File: src/rtl/fsm_seq_pkg.sv
// rtl/fsm_seq_pkg.sv - shared encodings and defaults for the 4-state sequence controller
//
// Purpose: control-FSM and sequence-state encodings, default dwell values,
//          and the S0->S1->S2->S3->S0 successor function.
// Ports:   none (package).

package fsm_seq_pkg;

    typedef enum logic [1:0] {
        IDLE = 2'd0,
        RUN  = 2'd1,
        HOLD = 2'd2
    } ctrl_e;

    typedef enum logic [1:0] {
        S0 = 2'd0,
        S1 = 2'd1,
        S2 = 2'd2,
        S3 = 2'd3
    } seq_state_e;

    localparam int DEF_DWELL0 = 4;
    localparam int DEF_DWELL1 = 4;
    localparam int DEF_DWELL2 = 4;
    localparam int DEF_DWELL3 = 4;

    function automatic seq_state_e next_state(input seq_state_e s);
        case (s)
            S0:      next_state = S1;
            S1:      next_state = S2;
            S2:      next_state = S3;
            default: next_state = S0;
        endcase
    endfunction

endpackage

File: src/rtl/fsm_dwell_timer.sv
// rtl/fsm_dwell_timer.sv - loadable down-counter that times the dwell of one sequence state
//
// Purpose: counts RUN cycles spent in the current state. A loaded value of 0
//          behaves like 1, because expire fires whenever count <= 1.
// Ports:
//   clk      - rising-edge clock
//   reset    - asynchronous active-low reset (count clears to 0)
//   load     - load load_val this edge (takes priority over en)
//   load_val - dwell value to load
//   en       - count down this edge
//   expire   - en && count <= 1 (combinational; last cycle of the dwell)

module fsm_dwell_timer #(
    parameter int CNT_W = 8
) (
    input  logic             clk,
    input  logic             reset,
    input  logic             load,
    input  logic [CNT_W-1:0] load_val,
    input  logic             en,
    output logic             expire
);

    logic [CNT_W-1:0] count;

    assign expire = en && (count <= CNT_W'(1));

    always_ff @(posedge clk or negedge reset) begin
        if (!reset) begin
            count <= '0;
        end else if (load) begin
            count <= load_val;
        end else if (en && (count != '0)) begin
            count <= count - CNT_W'(1);
        end
    end

endmodule

File: src/rtl/fsm_seq_ctrl.sv
// rtl/fsm_seq_ctrl.sv - start/stop/pause sequencer for the 4-state FSM with programmable dwell
//
// Purpose: steps state_out through S0..S3. Each state is held for its dwell
//          register's value in RUN cycles, where 0 counts as 1. The sequence
//          wraps continuously while in RUN.
//          Optional build macro FSM_SEQ_ONESHOT_EN: a single pass is made,
//          then the controller returns to IDLE after S3.
// Ports:
//   clk        - rising-edge clock
//   reset      - asynchronous active-low reset
//   start      - leave IDLE, or resume from HOLD (when pause is low)
//   stop       - abort to IDLE (highest priority)
//   pause      - level; freezes the sequence while in RUN
//   cfg_we     - dwell register write strobe (honoured in any ctrl state)
//   cfg_sel    - dwell register index 0..3
//   cfg_dwell  - dwell value to write
//   state_out  - current sequence state (registered)
//   busy       - high in RUN and HOLD (registered)
//   wrap_pulse - one-cycle pulse after each S3->S0 transition (registered)
//   cycle_cnt  - completed-cycle counter, wraps 255->0 (registered)

module fsm_seq_ctrl
    import fsm_seq_pkg::*;
#(
    parameter int CNT_W  = 8,
    parameter int DWELL0 = DEF_DWELL0,
    parameter int DWELL1 = DEF_DWELL1,
    parameter int DWELL2 = DEF_DWELL2,
    parameter int DWELL3 = DEF_DWELL3
) (
    input  logic             clk,
    input  logic             reset,
    input  logic             start,
    input  logic             stop,
    input  logic             pause,
    input  logic             cfg_we,
    input  logic [1:0]       cfg_sel,
    input  logic [CNT_W-1:0] cfg_dwell,
    output logic [1:0]       state_out,
    output logic             busy,
    output logic             wrap_pulse,
    output logic [7:0]       cycle_cnt
);

    ctrl_e            ctrl_q, ctrl_d;
    seq_state_e       state_q, state_d;
    logic [CNT_W-1:0] dwell_q [4];
    logic             t_load;
    logic [CNT_W-1:0] t_val;
    logic             t_en;
    logic             t_expire;
    logic             wrap_d;

    // The timer only advances on plain RUN cycles. A stop or pause edge
    // leaves the counter untouched (stop reloads it with 0 below).
    assign t_en = (ctrl_q == RUN) && !stop && !pause;

    fsm_dwell_timer #(
        .CNT_W    (CNT_W)
    ) u_timer (
        .clk      (clk),
        .reset    (reset),
        .load     (t_load),
        .load_val (t_val),
        .en       (t_en),
        .expire   (t_expire)
    );

    always_ff @(posedge clk or negedge reset) begin
        if (!reset) begin
            ctrl_q  <= IDLE;
            state_q <= S0;
        end else begin
            ctrl_q  <= ctrl_d;
            state_q <= state_d;
        end
    end

    // Reloads read dwell_q before this edge's cfg write lands, so a write
    // in the same cycle as a reload of that register uses the old value.
    always_comb begin
        ctrl_d  = ctrl_q;
        state_d = state_q;
        t_load  = 1'b0;
        t_val   = '0;
        wrap_d  = 1'b0;
        case (ctrl_q)
            IDLE: begin
                if (start && !stop) begin
                    ctrl_d  = RUN;
                    state_d = S0;
                    t_load  = 1'b1;
                    t_val   = dwell_q[S0];
                end
            end
            RUN: begin
                if (stop) begin
                    ctrl_d  = IDLE;
                    state_d = S0;
                    t_load  = 1'b1;
                end else if (pause) begin
                    ctrl_d = HOLD;
                end else if (t_expire) begin
                    state_d = next_state(state_q);
                    t_load  = 1'b1;
                    t_val   = dwell_q[state_d];
                    if (state_q == S3) begin
                        wrap_d = 1'b1;
`ifdef FSM_SEQ_ONESHOT_EN
                        ctrl_d = IDLE;
                        t_val  = '0;
`endif
                    end
                end
            end
            HOLD: begin
                if (stop) begin
                    ctrl_d  = IDLE;
                    state_d = S0;
                    t_load  = 1'b1;
                end else if (start && !pause) begin
                    ctrl_d = RUN;
                end
            end
            default: begin
                ctrl_d  = IDLE;
                state_d = S0;
                t_load  = 1'b1;
            end
        endcase
    end

    always_ff @(posedge clk or negedge reset) begin
        if (!reset) begin
            busy       <= 1'b0;
            wrap_pulse <= 1'b0;
            cycle_cnt  <= 8'd0;
        end else begin
            busy       <= (ctrl_d != IDLE);
            wrap_pulse <= wrap_d;
            if (wrap_d) begin
                cycle_cnt <= cycle_cnt + 8'd1;
            end
        end
    end

    always_ff @(posedge clk or negedge reset) begin
        if (!reset) begin
            dwell_q[0] <= CNT_W'(DWELL0);
            dwell_q[1] <= CNT_W'(DWELL1);
            dwell_q[2] <= CNT_W'(DWELL2);
            dwell_q[3] <= CNT_W'(DWELL3);
        end else if (cfg_we) begin
            dwell_q[cfg_sel] <= cfg_dwell;
        end
    end

    assign state_out = state_q;

endmodule
File: config.mk
export PLATFORM = sky130hd
export DESIGN_NAME = fsm_seq_ctrl
export DESIGN_NICKNAME = d
export VERILOG_FILES = /design/src/rtl/fsm_seq_pkg.sv /design/src/rtl/fsm_dwell_timer.sv /design/src/rtl/fsm_seq_ctrl.sv
export SDC_FILE = /design/constraint.sdc
export NUM_CORES = 1
export LEC_CHECK = 0
export CELL_PAD_IN_SITES_DETAIL_PLACEMENT = 0
export CELL_PAD_IN_SITES_GLOBAL_PLACEMENT = 1
export CORE_ASPECT_RATIO = 0.6
export CORE_MARGIN = 4
export CORE_UTILIZATION = 32
export DETAILED_ROUTE_END_ITERATION = 10
export GPL_TIMING_DRIVEN = 0
export PLACE_DENSITY_LB_ADDON = 0.08
export RECOVER_POWER = 50
export SLEW_MARGIN = 10
export SYNTH_ARGS = -nofsm -noshare
export SYNTH_HDL_FRONTEND = slang
export SYNTH_SLANG_ARGS = --single-unit
File: constraint.sdc
create_clock -name clk -period 2.34 [get_ports clk]
set_input_delay 0.234 -clock clk [delete_from_list [all_inputs] [get_ports clk]]
set_output_delay 0.234 -clock clk [all_outputs]
set_load 0.005 [all_outputs]
==> flow_summary.toml <==
[sta]
setup_violations = 0
rsz0062_at_grt = "no"
relSlewSlack_pct = 7.53
fin_skew_ns = 0.00532
fin_tns_setup_ns = 0
hold_violations = 0
worst_slew_pin_slew_ns = 1.39
slew_violations = 0
period_minus_slack_ns = 2.11
worst_hold_slack_ns = 0.171
final_min_period_over_clock_period_pct = 90.1
fmax_ghz = 0.474

[die]
core_area_um2 = 8040
dieHeight_um = 79.2
ios = 28
die_w_um = 127
start_util_pct = 33.7
rows = 25
die_area_um2 = 10000

[power]
power.share.combinational_pct = 23.8
ir_worst_vdd_uv = 315
pwr-share-clk_pct = 31.2
power_mw = 2.69
p_leak_nw = 1.37
intPower_mw = 1.94
p_sw_share_pct = 27.9
p_per_area_nw_per_um2 = 817
p_seq_share_pct = 45.0
p_switching_uw = 751

[finish]
area_growth_pct = 21.8
nets = 263
n_antenna_cell = 0
drive_gt1_share_pct = 30.2
layout_common_cells = "50 x dfrtp_1, 33 x mux2_2, 21 x clkdlybuf4s50_1"
fin_cells = 350
nFillCells = 761
final_common_cell = "dfrtp_1"
post-route-util_pct = 41.0

[synthesis]
synthAdderAreaFrac_pct = 2.77
yosysWarnings = 0
synthCells = 207
ys_ff_latch = 54
yosysTopAreaCell = "dfrtp_1"
synth_mux_area_share_pct = 20.8
synth_top_family_by_area = "multiplexers"
syn-cell-area_um2 = 2710
synth_xor_area_share_pct = 2.59
synth_ff_type = "dfrtp_1"
syn-num-nets = 229
synth_cell_types = 48
avgSynthCellArea_um2 = 13.1
synth_seq_area_share_pct = 50.1
synth_compound_area_share_pct = 9.39
synthArstFlopShare_pct = 100
synth_area_leaders = "dfrtp_1 46%, mux2_2 14%, mux4_2 6.7%, dfstp_2 3.9%, ha_1 2.8%"
synthSimpleGateAreaFrac_pct = 11.7
synth.top_cell.area_share_pct = 46.2
synth_edf_count = 0

[clock_tree]
cts_tree = "yes"
path_clk_slew_ns = 0.07
ctsHoldBuffers = 0
cts_buffers = 5
cts_root_buffer = "clkbuf_16"
clkSinkCount = 54
htree_levels = 2
clock_latency_ns = 0.29
cts_max_path_buffers = 2

[setup_path]
r2r-start = "ctrl_q[1]"
startpoint = "pause"
arrival_ns = 2.29
crit_path_end_kind = "register"
crit_chain = "dlygate4sd3_1, nor4b_4, o2111a_4, and2_4, buf_8, mux2_2"
cp_max_fo = 9
crit_required_ns = 2.52
crit_type = "in2reg"
cp_slowest_cell = "dlygate4sd3_1"
critPathLaunchType = "input port"
slowest_delay_ns = 0.63

[global_route]
grt_pass1_wl_mm = 9.43
overflow = 0
grt_pass1_vias = 1696
grt_max_degree = 55
grt_usage_pct = 12.3
antenna_found_initial = 0

[routing]
wl_per_cell_um = 16.6
drtIter0Drc = 117
via_count = 1778
via_per_inst = 5.08
totalWireLength_mm = 5.80
dr.pass1.iters = 4
ant_nets = 0
drc = 0

[place]
place_inst = 341
io_buffers = 26
place_congestion = 0.734
place_hpwl_mm = 4.05

[hold_path]
hold_start = "stop"
hold_class = "in2reg"

[flow_run]
cap_violations = 0

[outcome]
outcome = "completed"
## flip-flops by register name, summed over array words and instances, names as in the netlist
name	cells
busy	1
ctrl_q	2
cycle_cnt	8
dwell_q	32
state_out	2
u_timer.count	8
wrap_pulse	1
## final timing paths
kind	endpoint	slack, ns	cells after the start
max	cycle_cnt[1]	0.23	6
min	ctrl_q[0]	0.17	2
max reg2reg	cycle_cnt[1]	0.27	6
min reg2reg	cycle_cnt[7]	0.47	1
max in group asynchronous	busy	1.25	1
min in group asynchronous	dwell_q[16]	0.27	1
## power by group through the flow
stage	sequential, mW	combinational, mW	clock [mW]
finish	1.21	0.640	0.841
global placement	1.23	0.621	0
CTS	1.21	0.628	0.864
global route	1.23	0.713	0.895
detailed placement	1.23	0.623	0
floorplan	1.19	0.468	0
## area by class of cell
cell class | instances | area (um2) | area share (%)
buffer | 5 | 46.3 | 1.40
clock buffer | 5 | 125 | 3.80
clock inverter | 3 | 40.0 | 1.21
inverter | 6 | 22.5 | 0.683
multi-input combinational | 141 | 1290 | 39.1
sequential | 54 | 1360 | 41.2
tap | 108 | 135 | 4.10
timing repair buffer | 28 | 283 | 8.58
## logic make-up after synthesis
| group | after synthesis |
|---|---|
| AND/OR/NAND/NOR | 51 |
| adder cells (fa/ha/maj) | 6 |
| flip-flops | 54 |
| XOR/XNOR | 8 |
| multiplexers | 42 |
| buffers and inverters | 12 |
| AO/OA/AOI/OAI | 34 |
## what timing repair did
item                                    4_1_cts  5_1_grt
pin swaps                                     0        1
endpoints found under the setup margin        6        2
buffers inserted                              0        2
resized for setup                             1        0
## layer usage
metal  share of wire [%]  global-route usage (%)  wire length, um  vias up
met5                   0                       0                0        -
met4                0.98                    3.21               57        0
met3                 3.4                    3.23              199        5
met2                  40                    17.1             2340       28
met1                  55                    18.7             3200      898
li1                    -                       -                -      847
## Yosys cell counts (2+ instances only)
master,count
o21ai_0,7
dfrtp_1,50
mux4_2,8
xnor2_1,7
nand2_1,8
dfstp_2,4
nand3_1,5
nor2_1,10
a21oi_1,7
and3_1,3
inv_1,6
buf_4,2
nor3_1,4
a22oi_1,6
ha_1,6
a31oi_1,2
nand4_1,4
nand3b_1,4
a222oi_1,2
a21o_1,2
mux2_2,33
## stage by stage
step / setup slack [ns] / cell area (um2)
CTS: 0.0623 / 3270
detailed placement: -0.229 / 3100
finish: 0.231 / 3300
global route: 0.122 / 3300
floorplan: 0.169 / 2710
global placement: -0.758 / 3100
## worst max-delay path, delay by kind of cell
family | cells | cell delay [ns]
AO/OA/AOI/OAI | 1 | 0.39
AND/OR/NAND/NOR | 2 | 0.58
buffers and inverters | 2 | 0.74
multiplexers | 1 | 0.33
No activity file was read; power rests on OpenSTA's default activity.
